### src/rtl/encoder8_3_pkg.sv
// Shared types and helpers for the 8-to-3 request encoder and its 3-to-8 decoder partner.
package encoder8_3_pkg;

  localparam int N_REQ = 8;
  localparam int IDX_W = 3;

  typedef logic [IDX_W-1:0] idx_t;
  typedef logic [N_REQ-1:0] req_t;

  // Same mapping as the decoder: bit i is set for code {A,B,C} == i.
  function automatic req_t onehot(input idx_t idx);
    req_t r;
    r      = '0;
    r[idx] = 1'b1;
    return r;
  endfunction

endpackage

### src/rtl/pri_sel8.sv
// Combinational 8-bit selector: highest set bit (fixed) or first set bit after ptr (round-robin).
module pri_sel8
  import encoder8_3_pkg::*;
(
  input  req_t vec,
  input  idx_t ptr,
  input  logic rr_mode,
  output idx_t idx,
  output logic any
);

  // NOTE: every output of a combinational block gets a default first, so no path
  // through the block leaves it unassigned and no latch is inferred.
  always_comb begin
    idx = '0;
    any = |vec;
    if (!rr_mode) begin
      // Ascending scan, last hit wins: the highest set bit.
      for (int i = 0; i < N_REQ; i++) begin
        if (vec[i]) idx = idx_t'(i);
      end
    end else begin
      // Descending distance, last hit wins: the nearest set bit after ptr, ptr itself last.
      for (int k = N_REQ; k >= 1; k--) begin
        if (vec[ptr + idx_t'(k)]) idx = ptr + idx_t'(k);
      end
    end
  end

endmodule

### src/rtl/encoder8_3_queue.sv
// Sequential 8-to-3 request encoder: pending register, one grant per handshake on {A,B,C}.
module encoder8_3_queue
  import encoder8_3_pkg::*;
#(
  parameter bit RR = 1'b0
) (
  input  logic       CLK,
  input  logic       RST,
  input  logic [7:0] REQ,
  output logic       A,
  output logic       B,
  output logic       C,
  output logic       VALID,
  input  logic       READY,
  output logic [7:0] PEND
);

  req_t pend_q, pend_d;
  idx_t out_idx_q, out_idx_d;
  idx_t ptr_q, ptr_d;
  logic valid_q, valid_d;

  idx_t cand;
  logic any;
  logic acc;
  logic can_load;
  logic load;

  pri_sel8 u_sel (
    .vec     (pend_q),
    .ptr     (ptr_q),
    .rr_mode (RR),
    .idx     (cand),
    .any     (any)
  );

  always_comb begin
    acc       = valid_q & READY;
    can_load  = ~valid_q | acc;
    load      = can_load & any;
    out_idx_d = out_idx_q;
    valid_d   = valid_q;
    ptr_d     = ptr_q;
    // A request arriving for the index being granted re-pends it.
    pend_d    = (pend_q & ~(load ? onehot(cand) : '0)) | REQ;
    if (load) begin
      out_idx_d = cand;
      valid_d   = 1'b1;
      ptr_d     = cand;
    end else if (acc) begin
      valid_d   = 1'b0;
    end
  end

  // NOTE: state flops use non-blocking assignments so every flop samples the
  // pre-edge values, independent of statement order.
  always_ff @(posedge CLK) begin
    if (RST) begin
      pend_q    <= '0;
      out_idx_q <= '0;
      valid_q   <= 1'b0;
      ptr_q     <= idx_t'(N_REQ - 1);
    end else begin
      pend_q    <= pend_d;
      out_idx_q <= out_idx_d;
      valid_q   <= valid_d;
      ptr_q     <= ptr_d;
    end
  end

  assign {A, B, C} = out_idx_q;
  assign VALID     = valid_q;
  assign PEND      = pend_q;

endmodule

### config.mk
export PLATFORM = sky130hd
export DESIGN_NAME = encoder8_3_queue
export DESIGN_NICKNAME = d
export VERILOG_FILES = /design/src/rtl/encoder8_3_pkg.sv /design/src/rtl/pri_sel8.sv /design/src/rtl/encoder8_3_queue.sv
export SDC_FILE = /design/constraint.sdc
export NUM_CORES = 1
export LEC_CHECK = 0
export CORE_ASPECT_RATIO = 1.25
export CORE_MARGIN = 1
export CORE_UTILIZATION = 45
export DETAILED_ROUTE_END_ITERATION = 12
export DONT_BUFFER_PORTS = 1
export GPL_ROUTABILITY_DRIVEN = 0
export PLACE_DENSITY = 0.61
export SLEW_MARGIN = 10
export SYNTH_ARGS = -nofsm -noshare
export SYNTH_HDL_FRONTEND = slang
export SYNTH_HIERARCHICAL = 1
export SYNTH_SLANG_ARGS = --single-unit
### constraint.sdc
create_clock -name CLK -period 4.2 [get_ports CLK]
set_clock_uncertainty 0.05 [all_clocks]
set_input_delay 0.21 -clock CLK [delete_from_list [all_inputs] [get_ports CLK]]
set_output_delay 0.21 -clock CLK [all_outputs]
set_load 0.01 [all_outputs]
# Yosys cells after proc, flatten, opt, wreduce, memory -nomap -nowiden
# Cells that the tools add are included.
[word_totals]
wordCells = 27
output_inout_bits = 12
in_bits = 11
ff_bits = 12
[classes]
reduce_logical = 3
magnitude_cmp = 2
mux = 12
bitwise = 7
[op_table]
columns = ["operator", "n"]
rows = [
  ["$mux W3", 4],
  ["$and A8 B8 Y8", 1],
  ["$mux W8", 1],
  ["$not A8 Y8", 1],
  ["$or A8 B8 Y8", 1],
  ["$reduce_or A8 Y1", 1],
  ["$lt A3 B4 Y1 const B", 1],
  ["$mux W1", 4],
  ["$mux W2", 2],
  ["$demux W1 S3", 1],
  ["$ge A3 B1 Y1 const B", 1],
  ["$and A1 B1 Y1", 2],
  ["$reduce_bool A2 Y1", 1],
  ["$logic_and A1 B1 Y1", 1],
  ["$not A1 Y1", 1],
  ["$or A1 B1 Y1", 1],
]

# Logic depth before layout (Yosys ltp)
[depth]
word_depth = 15
mapped_depth = 14
mapped_depth_nobuf = 11

# Modules after synthesis
# Netlist, hierarchy kept.
[by_module_without_submodules]
columns = ["mod", "cells_each", "seq_area_each_um2", "instances", "area_each_um2"]
rows = [
  ["pri_sel8", 119, 0.0, 1, 985.9],
  ["encoder8_3_queue", 65, 300.3, 1, 610.6],
]

# Least setup slack after synthesis
# OpenSTA, ideal clock, no wires.
[synth_timing]
path_type = "register to register"
startpoint = "register, netlist name ptr_q[0]"
endpoint = "register pend_q[1] (netlist: PEND[1])"
stages_incl_launch_ff = 15
required_time_ns = 4.064
t_arrival_ns = 2.924
n_path_buf = 3
slack_ns = 1.140
period_less_slack_ns = 3.060
setup_time_ns = 0.086
path_cell_list = "dfxtp_1 buf_6 buf_2 inv_1 ha_1 buf_6 mux4_2 a221o_1 o21ai_1 a22o_1 nand4b_1 nand2_1 nand2b_1 nor2_1 a211oi_1"
[synth_rtl]
columns = ["element", "line", "rtl"]
rows = [
  ["to (signal assigned)", "encoder8_3_queue.sv:64", "pend_q <= pend_d;"],
  ["to (decl)", "encoder8_3_queue.sv:18", "req_t pend_q, pend_d;"],
]

==> reports/qor.txt <==
Syn nets: 197
Setup crit start kind: flip-flop
Max Cap Viol: 0
Synth top area cells: dfxtp_1, mux4_2, mux2i_1, nor2_1, o21ai_0
Vias in the first global route: 1332
Share of layout cells above drive strength 1: 16.38%
Final Cycle Share: 78.52%
Commonest non-fill, non-tap cells in the layout: nor2_1, dfxtp_1, o21ai_0
Post-synth cell types: 49
Synth top area share: 18.81%
DRT Wirelength: 3862 um
First-pass GRT wire length: 6444 um
Synth warnings: 6
H-tree depth: 1
RSZ-0062 raised after global routing: false
Nets: 191
CTS Sinks: 15
Row count: 23
Post CTS Setup Buffer Count: 0
Syn Area/Cell: 8.677 um2
Syn-to-layout area delta: 1.881%
Worst Setup Slack, final: 902.3 ps
Core area: 3281 um2
Combinational share of power: 74.1%
VDD IR max: 0.0004661 V
GR Overflow Total: 0
Slew HR: 55.08%
Sw power: 811.0 uW
Setup TNS: 0 ps
First DRT Iteration DRCs: 37
Post-synth ARST share: 0%
Mapped cell area: 1597 um2
Reg2Reg Depth: 12
Die Area: 3792 um2
Hpwl dp: 2895 um
Worst EP required: 4320 ps
Slew Viols, Final: 0
Residual DRC: 0
Worst-path clk slew: 60 ps
Flop pwr share: 18.5%
EDFF count, synth: 0
CP Class: flip-flop to flip-flop
Clk pwr share: 7.4%
Placed inst area: 1572 um2
Vias: 1423
Finished Cell Area: 1627 um2
Main synth FF type: dfxtp_1
Setup crit end kind: flip-flop
Crit path time final: 3298 ps
Die extent in y: 68.60 um
Cell Int Power: 769.0 uW
Overall Power: 1.580 mW
Hold path depth: 1
I/O Buffers: 0
Seq/Total Area, Yosys: 18.81%
Crit-path max FO: 17
Worst Max-Slew Pin Slew: 672.9 ps
Most common cell after layout, fill and taps aside: nor2_1
Post-Syn Instances: 184
Antenna-violating nets left: 0
Cell leakage power: 0.6386 nW
Achievable Freq: 0.3032 GHz
Longest Clk Path Bufs: 2
Post-place setup slack: 942.2 ps
Power per cell area: 971.4 nW/um2
Clock Latency Late Sink: 250 ps
Pin count of the biggest net entering global routing: 20
Initial antenna violation count: 0
Final setup viols: 0
R2R setup slack: 900 ps
Hold crit path type: primary input to flip-flop
Final Hold Viols: 0
Hold buffer count at cts: 1
Status: complete, no violations
Seq cells post-synth: 15
Critical path data arrival time: 3410 ps
Drt first pass iters: 4
WL per Instance: 18.05 um
Die Width: 55.28 um
CTS Buf Count: 3
Switching part of the total: 51.33%
CTS tree: done
Total track usage: 21.23%
# diodes: 0
CTS resizes: 0
CTS root buffer: clkbuf_8
# IOs: 23
Synth area leader: dfxtp_1
Fillers: 331
Initial Utilization: 48.67%
Vias/cell: 6.650
==> per-layer routing <==
metal,wire length [um],global-route usage (%),vias up
met2,2035,42.02,43
met1,1598,24.33,697
met3,163,1.866,7
met4,65,6.875,0
met5,0,0,-
li1,-,-,676
==> power groups by stage <==
stage	Clock, mW	Sequential, mW	Combinational [mW]
4_1_cts	0.116	0.293	1.15
3_3_place_gp	0	0.293	1.12
2_1_floorplan	0	0.242	1.01
3_5_place_dp	0	0.296	1.14
5_1_grt	0.120	0.304	1.28
6_report	0.117	0.292	1.17
==> path summary, 6_finish.rpt <==
check | startpoint | endpoint
max reg2reg | ptr_q[0] | PEND[3]
max | ptr_q[0] | PEND[3]
min reg2reg | out_idx_q[0] | out_idx_q[0]
min | RST | ptr_q[1]
==> sequential cells by signal (all words and copies together), names as in the netlist <==
| signal | count |
|---|---|
| PEND | 8 |
| out_idx_q | 3 |
| ptr_q | 3 |
| VALID | 1 |
==> stage by stage <==
stage               std cells  utilization, %  hold WS [ps]
global placement          209           47.90         227.3
detailed placement        209           47.90         229.2
floorplan                 184               -         232.8
global route              214           49.58         16.32
finish                    214           49.58         15.02
CTS                       214           49.58         18.18
==> cell usage after synthesis (2+ instances only) <==
library cell  instances
nor4_1                3
o21ai_0              15
mux4_2               11
o21ai_1               3
buf_6                 2
mux4_1                2
buf_2                 5
ha_1                  2
a21oi_1              10
a22o_1                2
clkbuf_1              5
nor3_1                3
mux2i_1               9
inv_1                 8
o21bai_1              2
a211oi_2              4
xor2_1                2
mux2_2                2
dfxtp_1              15
a211oi_1              7
nand3b_1              3
nand2_1              14
nand3_1               5
nand2b_1              2
nor2_1               23
nor2b_1               2
==> cells by family after synthesis <==
family	after synthesis	share of synthesized area, %
simple gates	64	21.08
compound gates	51	21.87
xor+xnor	3	1.646
buf+inv	22	7.288
other cells	1	0.2349
fa+ha+maj	2	1.567
flops	15	18.81
mux	26	27.51
==> worst max-delay path, stage by stage (launching register included) <==
cell	delay, ps
dfxtp_1	300
buf_4	240
inv_1	160
ha_1	550
mux4_2	620
a221o_1	360
o21ai_1	70
a22o_1	130
nand4b_1	80
nand2_1	210
nand2b_1	170
nor2_1	50
a211oi_2	200
==> cell type report <==
cell class	instances	area, um2	area share [%]
inverters	8	30.03	1.846
multi-input cells	147	1180	72.54
clock buffers	4	45.04	2.769
flip-flops and latches	15	300.3	18.46
repair buffers	3	25.02	1.538
well taps	37	46.29	2.846
Power figures use the tool's default switching activity.
